$ cat src/rtl/vfd_pkg.sv
// Shared definitions for the VFD scan capture and the downstream renderer:
// sizes, the MCU port-to-grid/plate mapping and the capture FSM state type.
package vfd_pkg;

    localparam int NGRID  = 10;
    localparam int NPLATE = 17;
    // Packed MCU ports, LSB first: {I[2:0], H[3:0], G[3:0], F, E, D, C}
    localparam int NPORT  = 27;

    typedef enum logic {
        ST_IDLE = 1'b0,
        ST_ACC  = 1'b1
    } vfd_state_e;

    // grid[9:0] = {I, H, G[2:0]}
    function automatic logic [NGRID-1:0] port_grid(input logic [NPORT-1:0] ports);
        return {ports[26:24], ports[23:20], ports[18:16]};
    endfunction

    // plate[16:0] = {G[3], F, E, D, C}
    function automatic logic [NPLATE-1:0] port_plate(input logic [NPORT-1:0] ports);
        return {ports[19], ports[15:0]};
    endfunction

    // Index of the highest set grid bit; only meaningful when one bit is set.
    function automatic logic [3:0] grid_index(input logic [NGRID-1:0] grid);
        logic [3:0] idx;
        idx = '0;
        for (int i = 0; i < NGRID; i++) begin
            if (grid[i]) idx = 4'(i);
        end
        return idx;
    endfunction

endpackage

$ cat src/rtl/vfd_persist_grid_slot.sv
// One grid's committed plate mask with its decay age. A commit loads the
// mask and restarts the age; each tick ages it until DECAY, where it blanks.
module grid_slot
    import vfd_pkg::*;
#(
    parameter int DECAY = 8
) (
    input  logic              clk,
    input  logic              reset,
    input  logic              commit,
    input  logic              tick,
    input  logic [NPLATE-1:0] acc,
    output logic [NPLATE-1:0] mask
);

    localparam int AW = $clog2(DECAY + 1);

    logic [NPLATE-1:0] mask_q, mask_d;
    logic [AW-1:0]     age_q, age_d;

    // Commit has priority over a coincident tick so a refresh never blanks.
    always_comb begin
        mask_d = mask_q;
        age_d  = age_q;
        if (commit) begin
            mask_d = acc;
            age_d  = '0;
        end else if (tick && (age_q < AW'(DECAY))) begin
            age_d = age_q + AW'(1);
            if (age_d == AW'(DECAY)) mask_d = '0;
        end
    end

    // Slot state; reset leaves every grid already decayed.
    always_ff @(posedge clk or posedge reset) begin
        if (reset) begin
            mask_q <= '0;
            age_q  <= AW'(DECAY);
        end else begin
            mask_q <= mask_d;
            age_q  <= age_d;
        end
    end

    assign mask = mask_q;

endmodule

$ cat src/rtl/vfd_persist.sv
// Captures the MCU's multiplexed VFD scan into per-grid persistent plate
// masks. Each grid strobe is accumulated and committed only when the strobe
// ends, so readers never see a partial mask. Masks fade after DECAY ticks
// without refresh. dbg_state = {in ACC, grid being accumulated (0 in IDLE)}.
module vfd_persist
    import vfd_pkg::*;
#(
    parameter int TICK_DIV = 20000,
    parameter int DECAY    = 8
) (
    input  logic              clk,
    input  logic              reset,
    input  logic [3:0]        C,
    input  logic [3:0]        D,
    input  logic [3:0]        E,
    input  logic [3:0]        F,
    input  logic [3:0]        G,
    input  logic [3:0]        H,
    input  logic [2:0]        I,
    input  logic [3:0]        rd_grid,
    output logic [NPLATE-1:0] rd_mask,
    output logic              frame_strobe,
    output logic [7:0]        glitch_cnt,
    output logic [4:0]        dbg_state
);

    localparam int PW = (TICK_DIV > 1) ? $clog2(TICK_DIV) : 1;

    logic [NPORT-1:0]  sync1_q, sync2_q;
    logic [NGRID-1:0]  grid_s;
    logic [NPLATE-1:0] plate_s;
    logic              grid_any, grid_multi;
    logic [3:0]        grid_idx;

    vfd_state_e        state_q, state_d;
    logic [3:0]        cur_q, cur_d;
    logic [NPLATE-1:0] acc_q, acc_d;
    logic [7:0]        glitch_q, glitch_d;
    logic [3:0]        last_q, last_d;
    logic              frame_q, frame_d;
    logic [PW-1:0]     pcnt_q, pcnt_d;
    logic [NPLATE-1:0] rd_mask_q, rd_mask_d;
    logic              tick, commit;
    logic [NGRID-1:0]  commit_vec;
    logic [NPLATE-1:0] mask_w [NGRID];

    // Two-flop synchronizer on every MCU port bit.
    always_ff @(posedge clk or posedge reset) begin
        if (reset) begin
            sync1_q <= '0;
            sync2_q <= '0;
        end else begin
            sync1_q <= {I, H, G, F, E, D, C};
            sync2_q <= sync1_q;
        end
    end

    assign grid_s     = port_grid(sync2_q);
    assign plate_s    = port_plate(sync2_q);
    assign grid_any   = |grid_s;
    assign grid_multi = |(grid_s & (grid_s - NGRID'(1)));
    assign grid_idx   = grid_index(grid_s);

    // Decay prescaler: tick marks the wrap cycle.
    always_comb begin
        tick   = (pcnt_q == PW'(TICK_DIV - 1));
        pcnt_d = tick ? '0 : pcnt_q + PW'(1);
    end

    // Capture FSM: accumulate while one grid stays lit, commit when it ends.
    always_comb begin
        state_d  = state_q;
        cur_d    = cur_q;
        acc_d    = acc_q;
        glitch_d = glitch_q;
        commit   = 1'b0;
        if (grid_multi) begin
            if (glitch_q != 8'hFF) glitch_d = glitch_q + 8'd1;
        end else if (!grid_any) begin
            if (state_q == ST_ACC) begin
                commit  = 1'b1;
                state_d = ST_IDLE;
            end
        end else if ((state_q == ST_ACC) && (cur_q == grid_idx)) begin
            acc_d = acc_q | plate_s;
        end else begin
            commit  = (state_q == ST_ACC);
            state_d = ST_ACC;
            cur_d   = grid_idx;
            acc_d   = plate_s;
        end
    end

    // Commit fan-out, frame detection (grid 9 followed by grid 0) and read mux.
    always_comb begin
        commit_vec = '0;
        rd_mask_d  = '0;
        for (int n = 0; n < NGRID; n++) begin
            commit_vec[n] = commit && (cur_q == 4'(n));
            if (rd_grid == 4'(n)) rd_mask_d = mask_w[n];
        end
        frame_d = commit && (cur_q == 4'd0) && (last_q == 4'd9);
        last_d  = commit ? cur_q : last_q;
    end

    // Control and output registers.
    always_ff @(posedge clk or posedge reset) begin
        if (reset) begin
            state_q   <= ST_IDLE;
            cur_q     <= '0;
            acc_q     <= '0;
            glitch_q  <= '0;
            last_q    <= 4'hF;
            frame_q   <= 1'b0;
            pcnt_q    <= '0;
            rd_mask_q <= '0;
        end else begin
            state_q   <= state_d;
            cur_q     <= cur_d;
            acc_q     <= acc_d;
            glitch_q  <= glitch_d;
            last_q    <= last_d;
            frame_q   <= frame_d;
            pcnt_q    <= pcnt_d;
            rd_mask_q <= rd_mask_d;
        end
    end

    for (genvar n = 0; n < NGRID; n++) begin : g_slot
        grid_slot #(.DECAY(DECAY)) u_slot (
            .clk    (clk),
            .reset  (reset),
            .commit (commit_vec[n]),
            .tick   (tick),
            .acc    (acc_q),
            .mask   (mask_w[n])
        );
    end

    assign rd_mask      = rd_mask_q;
    assign frame_strobe = frame_q;
    assign glitch_cnt   = glitch_q;
    assign dbg_state    = (state_q == ST_ACC) ? {1'b1, cur_q} : 5'd0;

endmodule

$ cat config.mk
export PLATFORM = sky130hd
export DESIGN_NAME = vfd_persist
export DESIGN_NICKNAME = d
export VERILOG_FILES = /design/src/rtl/vfd_pkg.sv /design/src/rtl/vfd_persist_grid_slot.sv /design/src/rtl/vfd_persist.sv
export SDC_FILE = /design/constraint.sdc
export NUM_CORES = 1
export LEC_CHECK = 0
export ABC_AREA = 1
export CAP_MARGIN = 20
export CORE_MARGIN = 5
export CORE_UTILIZATION = 55
export DETAILED_ROUTE_END_ITERATION = 6
export GPL_TIMING_DRIVEN = 0
export PLACE_DENSITY = 0.76
export SETUP_SLACK_MARGIN = 0.5
export SKIP_LAST_GASP = 1
export SLEW_MARGIN = 0
export SYNTH_ARGS = -nofsm -noshare
export SYNTH_HDL_FRONTEND = slang
export SYNTH_SLANG_ARGS = --single-unit
export TNS_END_PERCENT = 5
$ cat constraint.sdc
create_clock -name clk -period 11.25 [get_ports clk]
set_clock_uncertainty 0.05 [all_clocks]
set_input_delay 2.25 -clock clk [delete_from_list [all_inputs] [get_ports clk]]
set_output_delay 2.25 -clock clk [all_outputs]
set_load 0.01 [all_outputs]
-- Word-level counts from Yosys, hierarchy flattened
Cells that the tools add are included.
- add/subtract/negate cells: 13
- $lt $le $gt $ge: 10
- equal/unequal tests: 33
- mux-type cells: 78
- bitwise gates (word level): 4
- reductions and logical operators: 60
- operator list (cell ; count):
    17-bit two-way mux ; 41
    4-bit two-way mux ; 24
    4-bit equality test, second input constant ; 15
    4-bit by 1-bit adder with 4-bit output, second input constant ; 10
    4-bit less-than comparator, second input constant ; 10
    2-bit nonzero test ; 20
    4-bit by 3-bit equality test with 1-bit output, second input constant ; 8
    2-bit AND reduction ; 13
    1-bit logical AND ; 22
    10-bit OR reduction ; 2
    17-bit bitwise OR ; 1
    4-bit by 2-bit equality test with 1-bit output, second input constant ; 4
    15-bit by 1-bit adder with 15-bit output, second input constant ; 1
    15-bit equality test, second input constant ; 1
    15-bit two-way mux ; 1
    10-bit bitwise AND ; 1
    10-bit by 1-bit subtractor with 10-bit output, second input constant ; 1
    8-bit by 1-bit adder with 8-bit output, second input constant ; 1
    4-bit by 1-bit equality test with 1-bit output, second input constant ; 2
    4-bit zero test ; 2
    8-bit != test, second input constant ; 1
    1-bit two-way mux ; 7
    3-bit two-way mux ; 2
    5-bit two-way mux ; 1
    other kinds (5) ; 7
- register bits after elaboration: 331
- output and inout bits: 31
- word-level logic and storage cells: 228

-- Longest topological paths before layout
Gate-level depths: netlist of the first run.
- depth in word-level cells: 17
- gate-level depth with buffers: 17
- mapped depth without buffers: 15

-- Cells and area by module
A second synthesis of the first run with hierarchy kept.
- cells, all modules: 1639
- area, all modules: 15513.6 um^2
- modules (own cells, without submodules) (module ; times used ; cells an instance ; area each (um^2)):
    grid_slot ; 10 ; 100 ; 1002.2
    vfd_persist ; 1 ; 639 ; 5491.5

-- Worst setup path before layout of the first run
No wires, ideal clock.
- kind: input to register
- from: in rd_grid[3]
- to: reg rd_mask_q[14] (netlist: rd_mask[14])
- setup time: 71 ps
- data arrival time: 3629 ps
- required time: 11129 ps
- slack: 7500 ps
- stages on the path: 8
- cell sequence: nor2_1 inv_1 nor3_1 buf_2 a221oi_1 nand3_1 a21oi_1 nand4_1
- cells in the longest elaborated chain, start to end: 11
- RTL lines (what ; line ; text):
    start: declaration ; vfd_persist.sv:20 ; input logic [3:0] rd_grid,
    4-bit zero test ; vfd_persist.sv:100 ; if (rd_grid == 4'(n)) rd_mask_d = mask_w[n];
    17-bit two-way mux (9 in a row) ; vfd_persist.sv:100 ;
    17-bit two-way mux (*) ; vfd_persist.sv:100 ;
    named net rd_mask_d[14] ; vfd_persist.sv:42 ; logic [NPLATE-1:0] rd_mask_q, rd_mask_d;
    end signal: assignment ; vfd_persist.sv:125 ; rd_mask_q <= rd_mask_d;
    end: declaration ; vfd_persist.sv:42 ;
Mark *: on every way through the listed nets, which the timed path passes. The rest lies on a longest branch.
A chain may end at the register's enable or synchronous reset.

-- Worst setup path in the final report of the first run
Ends and elaborated chain as after synthesis.

==> results of run 1 <==
cell type report:
type,instances,share of cell area
Timing Repair Buffer,72,0.04825
Multi-Input combinational cell,1081,0.3074
Buffer,87,0.02390
Tap cell,335,0.02510
Clock buffer,56,0.06338
Sequential cell,331,0.4970
Clock inverter,8,0.003296
Inverter,140,0.03169
path summary, 6_finish.rpt:
path / from / to / slack, ns / cells past startpoint
max: rd_grid[3] / rd_mask[14]$_DFF_PP0_ / 6.64 / 9
min: sync1_q[1]$_DFF_PP0_ / sync2_q[1]$_DFF_PP0_ / 0.29 / 0
max reg2reg: pcnt_q[0]$_DFF_PP0_ / g_slot[8].u_slot.mask[0]$_DFFE_PP0P_ / 8.31 / 11
max in group asynchronous: reset / sync2_q[4]$_DFF_PP0_ / 8.17 / 5
min in group asynchronous: reset / sync2_q[20]$_DFF_PP0_ / 1.99 / 2
min reg2reg: sync1_q[1]$_DFF_PP0_ / sync2_q[1]$_DFF_PP0_ / 0.29 / 0
stage by stage:
step | worst slack (ns) | instances | util | cell area (um2) | power, mW
after global routing | 6.457 | 2110 | 0.6446 | 16700 | 2.625
after CTS | 6.740 | 2110 | 0.6446 | 16700 | 2.547
final | 6.642 | 2110 | 0.6446 | 16700 | 2.529
after floorplan | 4.541 | 1639 | - | 14360 | 1.353
after detailed placement | 6.221 | 2046 | 0.6016 | 15590 | 1.438
after global placement | 2.337 | 2036 | 0.5944 | 15400 | 1.426
power by group:
part           switching, mW  internal [mW]  leakage (nW)
sequential            0.0239           1.22          4.41
combinational          0.105         0.0648          3.81
clock                  0.463          0.650         0.548
total                  0.592           1.94          8.77
Yosys cell counts:
cell        n
a211oi_1    7
a21oi_1    29
a221oi_1   10
a22o_1     17
buf_2      43
buf_4       3
buf_6       1
clkbuf_1   40
clkinv_1    5
dfrtp_1   317
dfstp_2    14
ha_1       12
inv_1     134
inv_2       1
mux2_2      5
nand2_1   526
nand3_1   254
nand3_4     1
nand3b_1    3
nand4_1    39
nand4_2     1
nor2_1     67
nor2_2     10
nor2_4      1
nor2_8      1
nor3_1      7
nor4_1      2
o211a_1     1
o21a_1      2
o21ai_0    47
o21ai_1     1
o21bai_1    1
or2_1       5
or2_2      10
or4_1       1
xnor2_1     2
xor2_1     19
sequential cells by signal (all words and copies together) (netlist names):
register and flops:
last_q 4, acc_q 17, pcnt_q 15, glitch_cnt 8
frame_strobe 1, g_slot.u_slot.mask 170, sync1_q 27, g_slot.u_slot.age_q 40
sync2_q 27, state_q 1, cur_q 4, rd_mask 17
per-layer routing:
layer / share of wire / track usage / vias up
met2: 0.47 / 0.4002 / 459
li1: - / - / 5510
met1: 0.42 / 0.3426 / 5699
met5: 0 / 0 / -
met3: 0.073 / 0.04183 / 81
met4: 0.030 / 0.08095 / 0
cells by family after synthesis:
kind of cell	Yosys count
AO/OA/AOI/OAI	115
XOR/XNOR	21
adder cells (fa/ha/maj)	12
buffers and inverters	227
flip-flops	331
multiplexers	5
AND/OR/NAND/NOR	928
==> metrics.txt, run 1 <==
FF+latch count, synth approximately 330; setup TNS 0 ns; FF+latch area 0.008300 mm2; vias in the first global route approximately 12000; Critical Path Source Type input pin; Max Slew Vio Count 0; Detailed Routing Iterations Pass 1 6; CP Data Required Time around 12 ns; Resized cells post-CTS 0; multiplexer share of the synthesized area 0.003921; die height approximately 170 um; Setup Crit Path Kind input pin to register; max capacitance violation total 0; total grt overflow 0; top cell type's share of synthesized area 0.5525; Area contributors post-synth dfrtp_1, nand2_1, nand3_1; Netlist Area Pre-Place roughly 0.014 mm2; Pleak between 8 and 9 nW; critical path arrival about 5.0 ns; Compound-Gate Fraction of Synth Area 0.04923; fill count 2114; drt drc 0; most common cell after layout, fill and taps aside nand2_1; clock sinks ~330; n_diodes 0; Clk Tree Root Cell clkbuf_16; Slowest cell on crit path nor3_1; post-CTS setup buffer count 0; power per cell area between 150 and 200 mW/mm2; final WL 35.11 mm; WL/cell ~17 um; Area growth, synth to finish 16.31%; RSZ-0062 raised after global routing false; vias per cell between 5 and 6; first-pass GRT wire length a little under 60 mm; IO buf count 62; row cnt a little under 60; post-synthesis sequential area ratio 0.5781; Worst slew margin 0.3586; Mean Syn Cell Area between 8 and 9 um2; global placer's final weighted congestion between 0.8 and 0.9; crit end category register; Buf+Inv Stages, Crit Path 3; dpl hpwl approximately 25 mm; CP Max Fanout 10; Crit path max-delay family simple AND/OR/NAND/NOR gates; dominant cell type by area after synthesis dfrtp_1; register clock-pin slew on the reported worst setup and hold paths about 0.06 ns; io pins 64; Multi-input gate area around 0.0051 mm2; Total Routing Usage GR 0.2468; commonest cells after routing, fill and taps aside nand2_1, dfrtp_1, nand3_1; worst-margin pin slew approximately 0.95 ns; Yosys Warn Count 0; Unique masters post-synth 37; max incr delay on CP between 0.7 and 0.8 ns; Final Hold Viols 0; TritonCTS Buffers 36; adder-cell share of the synthesized area 0.01046; largest net degree at the start of global routing 43; simple-gate share of the synthesized area 0.2811; FMAX between 0.2 and 0.25 GHz; Chip Width 171.6 um; 1st-iter DRT viols 1164; TritonCTS clock tree built; clk_lat worst skew 0.52 ns; via count about 12000; Min Hold Slack around 0.29 ns; Final nets between 1500 and 2000; Syn Inst Count ~1600; CTS Buffer Depth 3; antenna-violating nets left 0; xor and xnor area share after synthesis 0.01281; initial core utilization 0.5542; share of layout cells above drive strength 1 0.08563; endpoints failing setup 0; antenna violations before repair 0; fin crit period around 4.6 ns; worst vdd rail ir drop ~0.15 mV; hold buffers post-CTS 0; H-tree levels 2; CP cell instances clkdlybuf4s50_1 -> nor2_1 -> inv_1 -> nor3_1 -> buf_2 -> a221oi_1 -> nand3_1 -> a21oi_1 -> nand4_1; Tcrit/Tclk final 0.4096; die area a little under 0.03 mm2; Mapped Nets 1684; Hold Path Class register to register; status finished clean; largest family of logic cells by synthesized area simple AND/OR/NAND/NOR gates; Core Area 0.02591 mm2
Note: power is estimated with default switching activity, not from simulation.
==> inputs of run 2 (changes only) <==
clock period = 4.2 ns   (was 11.25 ns; I/O delays follow)
==> metrics.txt, run 2 (synthesized netlist as in run 1, its figures left out) <==
FF+latch area between 0.008 and 0.009 mm2; via count about 12000; RSZ-0062 raised after global routing false; CP Data Required Time ~4.6 ns; io pins 64; Crit path max-delay family simple AND/OR/NAND/NOR gates; H-tree levels 2; worst vdd rail ir drop 0.4000 mV; RR Startpoint pcnt_q[0]$_DFF_PP0_; max capacitance violation total 0; critical path arrival between 3 and 4 ns; register clock-pin slew on the reported worst setup and hold paths roughly 0.060 ns; Core Area around 0.026 mm2; share of layout cells above drive strength 1 0.08563; post-CTS setup buffer count 0; FMAX approximately 0.31 GHz; Detailed Routing Iterations Pass 1 6; Final Hold Viols 0; R2R cell count 11; max incr delay on CP between 0.7 and 0.8 ns; WL/cell 16.67 um; hold depth 0; row cnt 59; n_diodes 0; CTS Buffer Depth 3; vias in the first global route between 10000 and 15000; antenna violations before repair 0; reg2reg end g_slot[8].u_slot.mask[0]$_DFFE_PP0P_; commonest cells after routing, fill and taps aside nand2_1, dfrtp_1, nand3_1; fill count 2114; DP Cell Count 2046; Area growth, synth to finish 16.31%; worst-margin pin slew slightly below 1 ns; Tcrit/Tclk final 0.7592; first-pass GRT wire length between 50 and 60 mm; power per cell area around 400 mW/mm2; Worst R2R Setup Slack about 1.3 ns; Slowest cell on crit path nor3_1; clk_lat worst skew between 0.5 and 0.6 ns; Worst slew margin 0.3444; hold buffers post-CTS 0; TritonCTS clock tree built; most common cell after layout, fill and taps aside nand2_1; die height 171.6 um; endpoints failing setup 0; IO buf count slightly above 60; vias per cell approximately 5.6; initial core utilization 0.5542; Setup Crit Path Kind input pin to register; drt drc 0; TritonCTS Buffers 36; Multi-input gate area 0.005134 mm2; CP Max Fanout 10; Chip Width approximately 170 um; Resized cells post-CTS 0; overall power between 6 and 7 mW; clock sinks ~330; post-route cell area between 0.015 and 0.02 mm2; status finished clean; setup TNS 0 ns; Core Util, Final 0.6446; die area slightly below 0.03 mm2; max FFs per register 170; largest net degree at the start of global routing 43; crit end category register; Post-DP Area about 0.016 mm2; Clk Tree Root Cell clkbuf_16; Pleak roughly 8.8 nW; fin crit period about 3.2 ns; antenna-violating nets left 0; dpl hpwl 25.31 mm; final WL roughly 35 mm; Worst Hold End sync2_q[6]$_DFF_PP0_; Total Routing Usage GR 0.2469; global placer's final weighted congestion between 0.8 and 0.9; total grt overflow 0; 1st-iter DRT viols between 1000 and 1500; critical hold path startpoint sync1_q[6]$_DFF_PP0_; Buf+Inv Stages, Crit Path 3; CP cell instances clkdlybuf4s50_1 -> nor2_1 -> inv_1 -> nor3_1 -> buf_2 -> a221oi_1 -> nand3_1 -> a21oi_1 -> nand4_1; Max Slew Vio Count 0; Hold Path Class register to register; Final nets 1794; Critical Path Source Type input pin; final cell count without fillers 2110
==> run 2: stage by stage <==
step	setup WS (ns)	hold slack, ns
floorplan	-1.099	0.2812
global placement	-3.303	0.2811
detailed placement	0.5814	0.2847
CTS	1.100	0.2942
global route	0.8172	0.3000
finish	1.011	0.2911
==> run 2: cell type report <==
class,instances,area share
plain buffers,87,0.02390
clock inverters,8,0.003296
multi-input cells,1081,0.3074
flip-flops and latches,331,0.4970
repair buffers,72,0.04825
well taps,335,0.02510
clock buffers,56,0.06338
inverters,140,0.03169
==> run 2: where the power goes <==
part	switching (mW)	internal (mW)	leakage (nW)	total (mW)
combinational	0.282	0.173	3.81	0.456
clock	1.24	1.74	0.548	2.98
sequential	0.0640	3.27	4.41	3.34
total	1.59	5.19	8.77	6.78
==> run 2: layer usage <==
| layer | track usage | share of wire |
|---|---|---|
| met1 | 0.3429 | 0.42 |
| met2 | 0.4012 | 0.48 |
| met3 | 0.04183 | 0.076 |
| met4 | 0.07888 | 0.029 |
| met5 | 0 | 0 |
==> run 2: worst max path at each step <==
| stage | start | depth (start not counted) | end | slack, ns |
|---|---|---|---|---|
| 2_1_floorplan | reset | 1 | acc_q[0]$_DFFE_PP0P_ | -1.10 |
| 3_3_place_gp | reset | 2 | rd_mask[2]$_DFF_PP0_ | -3.30 |
| 3_5_place_dp | rd_grid[3] | 9 | rd_mask[14]$_DFF_PP0_ | 0.58 |
| 4_1_cts | rd_grid[3] | 9 | rd_mask[14]$_DFF_PP0_ | 1.10 |
| 5_1_grt | rd_grid[3] | 9 | rd_mask[8]$_DFF_PP0_ | 0.82 |
| 6_report | rd_grid[3] | 9 | rd_mask[14]$_DFF_PP0_ | 1.01 |
